### src/rtl/vot3_sesiune_if.sv
// Ballot session bus: voter buttons and start in, settled votes and decision out.
interface vot3_sesiune_if;
    localparam int unsigned N_VOTERS = 3;

    logic                start;
    logic [N_VOTERS-1:0] btn_da;
    logic [N_VOTERS-1:0] btn_nu;
    logic                busy;
    logic [N_VOTERS-1:0] voted;
    logic [N_VOTERS-1:0] vote_val;
    logic                result;
    logic                result_valid;
    logic                timeout_flag;

    modport master (
        output start, btn_da, btn_nu,
        input  busy, voted, vote_val, result, result_valid, timeout_flag
    );

    modport slave (
        input  start, btn_da, btn_nu,
        output busy, voted, vote_val, result, result_valid, timeout_flag
    );
endinterface

### src/rtl/vot3_sesiune.sv
// Three-voter ballot controller: opens a timed window, latches first valid
// press per voter, forces missing votes to NO and publishes the 2-of-3 majority.
module vot3_sesiune #(
    parameter int unsigned TIMEOUT_CYCLES = 16,
    parameter int unsigned CNT_W          = 5
) (
    input  logic           clk,
    input  logic           rst_n,
    vot3_sesiune_if.slave  bus
);
    localparam int unsigned N_VOTERS = 3;
    localparam int unsigned LAST_CNT = TIMEOUT_CYCLES - 1;

    typedef enum logic [1:0] {
        IDLE   = 2'd0,
        OPEN   = 2'd1,
        DECIDE = 2'd2
    } state_e;

    state_e              state_q, state_d;
    logic [CNT_W-1:0]    timer_q, timer_d;
    logic [N_VOTERS-1:0] voted_q, voted_d;
    logic [N_VOTERS-1:0] vote_val_q, vote_val_d;
    logic                busy_q, busy_d;
    logic                result_q, result_d;
    logic                result_valid_q, result_valid_d;
    logic                timeout_flag_q, timeout_flag_d;

    logic [N_VOTERS-1:0] new_yes_c;
    logic [N_VOTERS-1:0] new_no_c;

    // A press counts only for a voter still pending and only if exactly one button is high.
    assign new_yes_c = ~voted_q & bus.btn_da & ~bus.btn_nu;
    assign new_no_c  = ~voted_q & bus.btn_nu & ~bus.btn_da;

    always_comb begin
        state_d        = state_q;
        timer_d        = timer_q;
        voted_d        = voted_q;
        vote_val_d     = vote_val_q;
        result_d       = result_q;
        result_valid_d = 1'b0;
        timeout_flag_d = timeout_flag_q;

        case (state_q)
            IDLE: begin
                if (bus.start) begin
                    state_d        = OPEN;
                    voted_d        = '0;
                    vote_val_d     = '0;
                    timer_d        = '0;
                    timeout_flag_d = 1'b0;
                end
            end
            OPEN: begin
                voted_d    = voted_q | new_yes_c | new_no_c;
                vote_val_d = vote_val_q | new_yes_c;
                if (voted_d == {N_VOTERS{1'b1}}) begin
                    state_d = DECIDE;
                end else if (timer_q == CNT_W'(LAST_CNT)) begin
                    state_d        = DECIDE;
                    timeout_flag_d = 1'b1;
                end else begin
                    timer_d = timer_q + CNT_W'(1);
                end
            end
            DECIDE: begin
                result_d       = (vote_val_q[0] & vote_val_q[1]) |
                                 (vote_val_q[0] & vote_val_q[2]) |
                                 (vote_val_q[1] & vote_val_q[2]);
                result_valid_d = 1'b1;
                state_d        = IDLE;
            end
            default: begin
                state_d = IDLE;
            end
        endcase

        busy_d = (state_d != IDLE);
    end

    always_ff @(posedge clk) begin
        if (!rst_n) begin
            state_q        <= IDLE;
            timer_q        <= '0;
            voted_q        <= '0;
            vote_val_q     <= '0;
            busy_q         <= 1'b0;
            result_q       <= 1'b0;
            result_valid_q <= 1'b0;
            timeout_flag_q <= 1'b0;
        end else begin
            state_q        <= state_d;
            timer_q        <= timer_d;
            voted_q        <= voted_d;
            vote_val_q     <= vote_val_d;
            busy_q         <= busy_d;
            result_q       <= result_d;
            result_valid_q <= result_valid_d;
            timeout_flag_q <= timeout_flag_d;
        end
    end

    assign bus.busy         = busy_q;
    assign bus.voted        = voted_q;
    assign bus.vote_val     = vote_val_q;
    assign bus.result       = result_q;
    assign bus.result_valid = result_valid_q;
    assign bus.timeout_flag = timeout_flag_q;

endmodule

### src/flat_wrapper.sv
// flat-port wrapper written by rule: the top's interface ports become plain ports
module vot3_sesiune_flat 
#(
    parameter int unsigned TIMEOUT_CYCLES = 16,
    parameter int unsigned CNT_W          = 5
)
  (clk, rst_n, bus_start, bus_btn_da, bus_btn_nu, bus_busy, bus_voted, bus_vote_val, bus_result, bus_result_valid, bus_timeout_flag);
  vot3_sesiune_if bus_i ();
  input  logic clk;
  input  logic rst_n;
  input wire logic [$bits(bus_i.start)-1:0] bus_start;
  input wire logic [$bits(bus_i.btn_da)-1:0] bus_btn_da;
  input wire logic [$bits(bus_i.btn_nu)-1:0] bus_btn_nu;
  output wire logic [$bits(bus_i.busy)-1:0] bus_busy;
  output wire logic [$bits(bus_i.voted)-1:0] bus_voted;
  output wire logic [$bits(bus_i.vote_val)-1:0] bus_vote_val;
  output wire logic [$bits(bus_i.result)-1:0] bus_result;
  output wire logic [$bits(bus_i.result_valid)-1:0] bus_result_valid;
  output wire logic [$bits(bus_i.timeout_flag)-1:0] bus_timeout_flag;
  assign bus_i.start = bus_start;
  assign bus_i.btn_da = bus_btn_da;
  assign bus_i.btn_nu = bus_btn_nu;
  assign bus_busy = bus_i.busy;
  assign bus_voted = bus_i.voted;
  assign bus_vote_val = bus_i.vote_val;
  assign bus_result = bus_i.result;
  assign bus_result_valid = bus_i.result_valid;
  assign bus_timeout_flag = bus_i.timeout_flag;
  vot3_sesiune #(.TIMEOUT_CYCLES(TIMEOUT_CYCLES), .CNT_W(CNT_W)) u_core (.clk(clk), .rst_n(rst_n), .bus(bus_i));
endmodule
### config.mk
export PLATFORM = sky130hd
export DESIGN_NAME = vot3_sesiune_flat
export DESIGN_NICKNAME = d
export VERILOG_FILES = /design/src/rtl/vot3_sesiune_if.sv /design/src/rtl/vot3_sesiune.sv /design/src/flat_wrapper.sv
export SDC_FILE = /design/constraint.sdc
export NUM_CORES = 1
export LEC_CHECK = 0
export CAP_MARGIN = 10
export CORE_MARGIN = 4
export CORE_UTILIZATION = 43
export CTS_BUF_LIST = sky130_fd_sc_hd__clkbuf_16
export DETAILED_ROUTE_END_ITERATION = 7
export GPL_ROUTABILITY_DRIVEN = 1
export PLACE_DENSITY = 0.79
export REMOVE_ABC_BUFFERS = 1
export SYNTH_ARGS = -nofsm -noshare
export SYNTH_HDL_FRONTEND = slang
export SYNTH_SLANG_ARGS = --single-unit
### constraint.sdc
create_clock -name clk -period 1.7 [get_ports clk]
set_clock_uncertainty 0.05 [all_clocks]
set_input_delay 0.34 -clock clk [delete_from_list [all_inputs] [get_ports clk]]
set_output_delay 0.34 -clock clk [all_outputs]
set_load 0.02 [all_outputs]
== After elaboration in Yosys (flattened, before gate mapping) ==
Cells that the tools add are included.

* Flip-flop bits (word level): 17
* Latch bits: 0
* RAM bits: 0
* ROM bits: 0
* Input port bits: 9
* Output and inout port bits: 10
* Logic and storage cells: 54
* Memories kept: 0

* Add/sub/neg operators: 1
* Multiply operators: 0
* Divide/modulo/power cells: 0
* Magnitude comparators: 0
* Eq/ne operators: 8
* Shifts and indexed selects: 0
* Multiplexer cells: 16
* Bitwise logic cells: 15
* Reductions and logical operators: 6

{| class="wikitable"
|+ Operator list
! cell !! number
|-
| $mux W5 || 3
|-
| $and A3 B3 Y3 || 4
|-
| $pmux W3 S2 || 2
|-
| $pmux W5 S2 || 1
|-
| $not A3 Y3 || 3
|-
| $or A3 B3 Y3 || 3
|-
| $reduce_and A4 Y1 || 2
|-
| $mux W2 || 3
|-
| $ne A2 B2 Y1 const B || 3
|-
| $add A5 B1 Y5 const B || 1
|-
| $eq A5 B4 Y1 const B || 1
|-
| $mux W1 || 4
|-
| $pmux W2 S2 || 1
|-
| $reduce_bool A2 Y1 || 2
|-
| $and A1 B1 Y1 || 3
|-
| $eq A3 B3 Y1 const B || 1
|-
| $mux W3 || 1
|-
| $eq A2 B1 Y1 const B || 1
|-
| $eq A2 B2 Y1 const B || 1
|-
| $logic_not A2 Y1 || 1
|-
| $ne A2 B1 Y1 const B || 1
|-
| $or A1 B1 Y1 || 2
|-
| $pmux W1 S2 || 1
|-
| $reduce_and A2 Y1 || 1
|}

== Logic depth before layout (Yosys ltp) ==
Gate-level depths: netlist of run 1.

* Depth in word-level cells: 9
* Depth in mapped cells: 7
* Gate-level depth less buffers: 7

== Worst setup path before layout of run 1 ==
OpenSTA, ideal clock, no wires.

* Kind: reg-to-reg
* From: register u_core.timer_q[0]
* To: register u_core.timer_q[0]
* Library setup time: 0.116 ns
* Data arrival time: 1.485 ns
* Required time: 1.534 ns
* Slack: 0.048 ns
* Cell stages (with the launch flop): 8
* Path buffers: 0
* Period minus slack after synthesis: 1.652 ns
* Cells stage by stage: dfxtp_1 -> ha_1 -> and3_1 -> ha_1 -> inv_1 -> nand2_1 -> o21a_1 -> a31o_2

* Cells in the longest elaborated chain, start to end: 4
* Elaborated cells on any way between the ends: 7
* Classes of those cells: add/sub (1); eq/ne (2); mux (3); reduce/logical (1)

{| class="wikitable"
|+ RTL lines
! what !! RTL line !! RTL
|-
| from (decl) || vot3_sesiune.sv:21 || <nowiki>logic [CNT_W-1:0] timer_q, timer_d;</nowiki>
|-
| from (signal assigned) || vot3_sesiune.sv:94 || <nowiki>timer_q <= timer_d;</nowiki>
|-
| $add A5 B1 Y5 || vot3_sesiune.sv:64 || <nowiki>timer_d = timer_q + CNT_W'(1);</nowiki>
|-
| $mux W5 || vot3_sesiune.sv:60 || <nowiki>end else if (timer_q == CNT_W'(LAST_CNT)) begin</nowiki>
|-
| $mux W5 || vot3_sesiune.sv:58 || <nowiki>if (voted_d == {N_VOTERS{1'b1}}) begin</nowiki>
|-
| $pmux W5 S2 || vot3_sesiune.sv:45 || <nowiki>case (state_q)</nowiki>
|}

Parallel ways exist; a longest one is shown, timed or not. The select of a mux whose other input is x is not followed.
A chain may end at the register's enable or synchronous reset.

== Final worst setup path of run 1 ==
* From: register u_core.vote_val_q[2], in the netlist u_core.bus.vote_val[2]
* To: output port bus_vote_val[2]

{| class="wikitable"
|+ RTL lines
! what !! RTL line !! RTL
|-
| from (decl) || vot3_sesiune.sv:23 || <nowiki>logic [N_VOTERS-1:0] vote_val_q, vote_val_d;</nowiki>
|-
| from (signal assigned) || vot3_sesiune.sv:96 || <nowiki>vote_val_q <= vote_val_d;</nowiki>
|-
| to (decl) || flat_wrapper.sv:16 || <nowiki>output wire logic [$bits(bus_i.vote_val)-1:0] bus_vote_val;</nowiki>
|}

No word-level cell between the ends.

==> metrics.md, run 1 <==
| Metric | Value |
|---|---|
| Status | `finished, final reports clean` |
| Final period utilization | `97.02%` |
| Max clock buf depth | `2` |
| Max Slew Vio Count | `0` |
| GP Congestion | `0.8517` |
| Crit path buf inv count | `1` |
| CP Class | `register to output port` |
| Hold Path End | `u_core.timer_q[4]` |
| Iter 0 DRT Violations | `13` |
| Synth Instances | `91` |
| Final core occ | `a little under three quarters` |
| Starting Density | `a little under half` |
| Number of placement rows | `15` |
| Largest net degree at the start of global routing | `14` |
| Place WS | `-0.3198 ns` |
| Non-Filler Instances | `152` |
| FF-to-FF End | `u_core.timer_q[3]` |
| Vias/cell | `5.270` |
| Critical path peak fanout | `4` |
| First-pass iteration count of the detailed router | `4` |
| Avg WL per Cell | `13.60 µm` |
| Slew headroom | `73.46%` |
| Register bit total from synthesis | `17` |
| Die height | `just over 50 µm` |
| GR Overflow Total | `0` |
| CP top delay family | `buffers and inverters` |
| Area grow syn2layout | `53.47%` |
| # DRC | `0` |
| Ratio of cells with drive above 1 in the final layout | `25.98%` |
| Die ar. | `2693 µm²` |
| WL final | `2.067 mm` |
| Ys Warns | `0` |
| Final min period | `1.649 ns` |
| Worst Hold Class | `register to register` |
| Final hold vios | `0` |
| Worst r2r path cells | `8` |
| Max Cap Violations | `0` |
| Critical Path AT | `1.26 ns` |
| CTS buffer count | `3` |
| Slowest stage cell, crit path | `clkdlybuf4s50_1` |
| First-pass GRT wire length | `3.387 mm` |
| Later-pin clock latency in the skew report | `0.25 ns` |
| Hold_sp | `u_core.timer_q[4]` |
| Synthesized area | `828.3 µm²` |
| DPL Wire Length | `1.445 mm` |
| FF-to-FF Start | `u_core.timer_q[0]` |
| Overall Power | `1132 µW` |
| Sink Count | `17` |
| DRT antenna net count | `0` |
| Ports | `19` |
| # H-tree levels | `1` |
| Commonest non-fill, non-tap cells in the layout | `buf_4 (19), dfxtp_1 (17), clkdlybuf4s50_1 (12)` |
| Antenna Cells | `0` |
| GRT Util Overall | `16.95%` |
| Hold slack final | `~0.42 ns` |
| Port Buf Inserts | `18` |
| Vias in the first global route | `817` |
| Initial antenna violation count | `0` |
| P_leak | `between 0.0005 and 0.0006 µW` |
| CTS Hold Bufs | `0` |
| Critical Path, Cell by Cell | `clkdlybuf4s50_1` |
| NumNets Final | `139` |
| Die width | `a little over 50 µm` |
| CTS tree | `done` |
| Critical Path Start Type | `register` |
| Max rail drop VDD | `0.4677 mV` |
| CP required | `about 1.3 ns` |
| Reg clk slew, reported paths | `0.05 ns` |
| Cells on Worst Hold Path | `2` |
| Unique masters post-synth | `32` |
| Syn avg cell area | `roughly 9.1 µm²` |
| FF-to-FF setup slack | `0.08 ns` |
| Seq/Total Area, Yosys | `41.09%` |
| Slew @ Worst Pin | `0.3973 ns` |
| Core Area | `roughly 1800 µm²` |
| Clk root buf | `clkbuf_16` |
| Worst path max stage delay | `0.63 ns` |
| Fmax | `606.3 MHz` |
| Commonest non-fill, non-tap cell in the layout | `buf_4` |
| Crit. End Element | `output port` |
| Final setup violation count | `0` |
| DP Cell Count | `between 100 and 150` |
| Pwr dens | `890.8 nW/µm²` |
| RSZ-0062 raised after global routing | `no` |
| Final WS setup | `0.05067 ns` |
| Via count | `between 800 and 900` |
[cells in the mapped netlist]
library cell | instances | area share, %
a211oi_1 | 1 | 0.91
a21oi_1 | 1 | 0.60
a222oi_1 | 1 | 1.2
a22oi_1 | 1 | 0.91
a31o_2 | 1 | 1.1
a31oi_1 | 1 | 0.76
a32oi_1 | 3 | 3.2
and2_1 | 5 | 3.8
and3_1 | 2 | 1.5
buf_4 | 2 | 1.8
buf_6 | 1 | 1.4
clkbuf_1 | 2 | 0.91
dfxtp_1 | 17 | 41
ha_1 | 2 | 3.0
inv_1 | 5 | 2.3
mux2i_1 | 3 | 3.6
nand2_1 | 5 | 2.3
nand2b_1 | 3 | 2.3
nand3_1 | 2 | 1.2
nand4b_1 | 1 | 1.1
nor2_1 | 8 | 3.6
nor2b_1 | 5 | 3.8
nor3b_1 | 1 | 0.91
nor4b_1 | 3 | 3.2
o211a_1 | 2 | 2.4
o21a_1 | 1 | 0.91
o21ai_0 | 2 | 1.2
o22ai_1 | 4 | 3.0
o31a_1 | 1 | 1.1
o31ai_1 | 1 | 0.91
or3b_2 | 1 | 1.1
xnor2_1 | 3 | 3.2
[where the power goes]
part	internal [µW]	total, µW	switching (µW)	leakage, µW
Clock	315	470	156	0.0000409
Combinational	125	231	106	0.000369
Sequential	416	431	14.9	0.000138
Total	856	1130	276	0.000548
[stage by stage]
stage	setup TNS (ns)	instance area [µm²]
4_1_cts	0	1236
3_5_place_dp	-2.259	1126
2_1_floorplan	-0.1912	794.5
3_3_place_gp	-2.046	1126
5_1_grt	0	1271
6_report	0	1271
[cell families after synthesis]
kind of cell	count (synthesis)	share of synthesized area [%]
simple gates	36	24.62
compound gates	20	18.13
fa+ha+maj	2	3.021
mux	3	3.626
xor+xnor	3	3.173
flops	17	41.09
buf+inv	10	6.344
[cell type report]
cell class,instances,area [µm²]
tap,25,31.28
multi-input combinational,64,478.0
sequential,17,340.3
clock buffer,3,75.07
timing repair buffer,37,322.8
clock inverter,1,5.005
fill,128,511.7
inverter,5,18.77
[what timing repair did]
item	CTS	global route
setup buffers	2	1
setup endpoints to repair	4	9
pin swaps	2	2
resized for setup	9	7
[per-layer routing]
layer	GRT usage (%)	up-vias	wire length [µm]
li1	-	399	-
met1	18.20	377	904
met2	30.33	20	1037
met3	3.725	5	83
met4	9.170	0	41
met5	0	-	0
[how the worst max path moves through the flow]
stage / start / end / slack [ns] / cells after the start
final: u_core.bus.vote_val[2] / bus_vote_val[2] / 0.05 / 1
after detailed placement: bus_btn_da[2] / u_core.timer_q[2] / -0.32 / 6
after global routing: u_core.timer_q[0] / u_core.timer_q[3] / 0.005 / 8
after floorplan: u_core.bus.voted[2] / u_core.timer_q[2] / -0.11 / 4
after CTS: bus_start / u_core.timer_q[0] / 0.03 / 4
after global placement: bus_btn_da[2] / u_core.timer_q[2] / -0.28 / 6
[sequential cells by signal, summed over array words and instances (netlist names)]
name	flops
u_core.bus.busy	1
u_core.bus.result	1
u_core.state_q	2
u_core.bus.timeout_flag	1
u_core.bus.voted	3
u_core.bus.vote_val	3
u_core.bus.result_valid	1
u_core.timer_q	5
Power figures use the tool's default switching activity.
==> run 2, diff against run 1 <==
ABC_CLOCK_PERIOD_IN_PS = 1700   (was not set)
CORE_UTILIZATION = 40   (was 43)
PLACE_DENSITY = 0.75   (was 0.79)
==> metrics.md, run 2 (synthesis results as in run 1) <==
| Metric | Value |
|---|---|
| Core Area | `between 1500 and 2000 µm²` |
| Port Buf Inserts | `18` |
| Critical path peak fanout | `5` |
| Final min period | `1.655 ns` |
| Avg WL per Cell | `12.77 µm` |
| Critical Path AT | `1.74 ns` |
| Max Cap Violations | `0` |
| Non-Filler Instances | `154` |
| Commonest non-fill, non-tap cells in the layout | `buf_4 (19), dfxtp_1 (17), clkdlybuf4s50_1 (12)` |
| Status | `finished, final reports clean` |
| Die ar. | `2863 µm²` |
| Worst r2r path cells | `7` |
| FF-to-FF End | `u_core.timer_q[0]` |
| Reg clk slew, reported paths | `about 0.050 ns` |
| Antenna Cells | `0` |
| Iter 0 DRT Violations | `24` |
| Fmax | `604.4 MHz` |
| Largest net degree at the start of global routing | `11` |
| Vias in the first global route | `820` |
| Die height | `~54 µm` |
| Overall Power | `1118 µW` |
| Ports | `19` |
| Crit. path cell count | `5` |
| Max FFs per register | `5` |
| CP top delay family | `buffers and inverters` |
| First-pass GRT wire length | `3.360 mm` |
| Largest Register | `u_core.timer_q` |
| CTS buffer count | `3` |
| Max rail drop VDD | `between 0.5 and 0.6 mV` |
| Final WS setup | `approximately 0.045 ns` |
| CP required | `1.78 ns` |
| Slowest stage cell, crit path | `or3b_2` |
| GR Overflow Total | `0` |
| Vias/cell | `5.188` |
| # DRC | `0` |
| Pwr dens | `877.0 nW/µm²` |
| CTS tree | `done` |
| Worst setup path start | `bus_start` |
| Slew @ Worst Pin | `around 0.36 ns` |
| Final hold vios | `0` |
| Critical Path, Cell by Cell | `clkdlybuf4s50_1 -> or3b_2 -> buf_4 -> a32oi_1 -> nor2b_1` |
| DP Cell Count | `149` |
| Slew headroom | `76.23%` |
| First-pass iteration count of the detailed router | `4` |
| Ratio of cells with drive above 1 in the final layout | `25.98%` |
| NumNets Final | `139` |
| Sink Count | `17` |
| P_leak | `0.0005546 µW` |
| DPL Wire Length | `between 1.5 and 2 mm` |
| CP Class | `input port to register` |
| Final core occ | `between 60% and 70%` |
| Commonest non-fill, non-tap cell in the layout | `buf_4` |
| Setup_tns | `0 ns` |
| GRT Util Overall | `~16%` |
| Die width | `53.51 µm` |
| Via count | `799` |
| Worst path max stage delay | `0.52 ns` |
| Max Slew Vio Count | `0` |
| RSZ-0062 raised after global routing | `no` |
| Worst Hold Class | `register to register` |
| Final period utilization | `97.33%` |
| Crit path to | `u_core.bus.vote_val[2]` |
| Clk root buf | `clkbuf_16` |
| DRT antenna net count | `0` |
| Initial antenna violation count | `0` |
| Number of placement rows | `16` |
| CTS Hold Bufs | `0` |
| GP Congestion | `0.8420` |
| Starting Density | `42.22%` |
| Final setup violation count | `0` |
| FF-to-FF Start | `u_core.timer_q[0]` |
| FF-to-FF setup slack | `about 0.11 ns` |
| Area grow syn2layout | `53.93%` |
| Crit path buf inv count | `2` |
| WL final | `between 1.5 and 2 mm` |
| Crit. End Element | `register` |
| Place WS | `-0.3177 ns` |
| Critical Path Start Type | `input port` |
| Hold_sp | `u_core.timer_q[4]` |
| Max clock buf depth | `2` |
| # H-tree levels | `1` |
| Later-pin clock latency in the skew report | `roughly 0.25 ns` |
-- run 2: repair_timing --
item	in CTS	in global routing
endpoints found under the setup margin	2	6
pin swaps	2	2
setup buffers	1	0
cloned	0	0
gates resized for setup	5	10
-- run 2: routing by layer --
layer  vias up  global-route usage, %  routed length (µm)
met4         0                  11.91                  45
met5         -                      0                   0
met1       373                  16.64                 807
met3         5                  4.507                 122
met2        20                  28.37                 990
li1        401                      -                   -
-- run 2: cell type report --
type / count / area, µm²
sequential: 17 / 340.3
clock buffer: 3 / 75.07
tap: 27 / 33.78
fill: 170 / 686.9
multi-input combinational: 64 / 475.5
clock inverter: 1 / 5.005
inverter: 5 / 18.77
timing repair buffer: 37 / 326.6
-- run 2: stage by stage --
| step | area [µm²] | hold slack (ns) |
|---|---|---|
| 4_1_cts | 1237 | 0.4218 |
| 3_3_place_gp | 1144 | 0.4084 |
| 2_1_floorplan | 794.5 | 0.3966 |
| 5_1_grt | 1275 | 0.4484 |
| 6_report | 1275 | 0.4212 |
| 3_5_place_dp | 1144 | 0.4148 |
-- run 2: worst min path at each step --
stage,to,cells after the start
global placement,u_core.timer_q[4],2
detailed placement,u_core.timer_q[4],2
finish,u_core.timer_q[4],2
CTS,u_core.timer_q[4],2
global route,u_core.timer_q[4],2
floorplan,u_core.timer_q[4],2
-- run 2: power breakdown --
| group | total (µW) | internal (µW) | switching [µW] |
|---|---|---|---|
| Combinational | 223 | 119 | 104 |
| Sequential | 430 | 417 | 13.6 |
| Clock | 465 | 314 | 150 |
-- run 2: tightest hold or removal path, stage by stage (launching register included) --
cell	delay, ns
dfxtp_1	0.30
nand3_1	0.06
mux2i_1	0.06
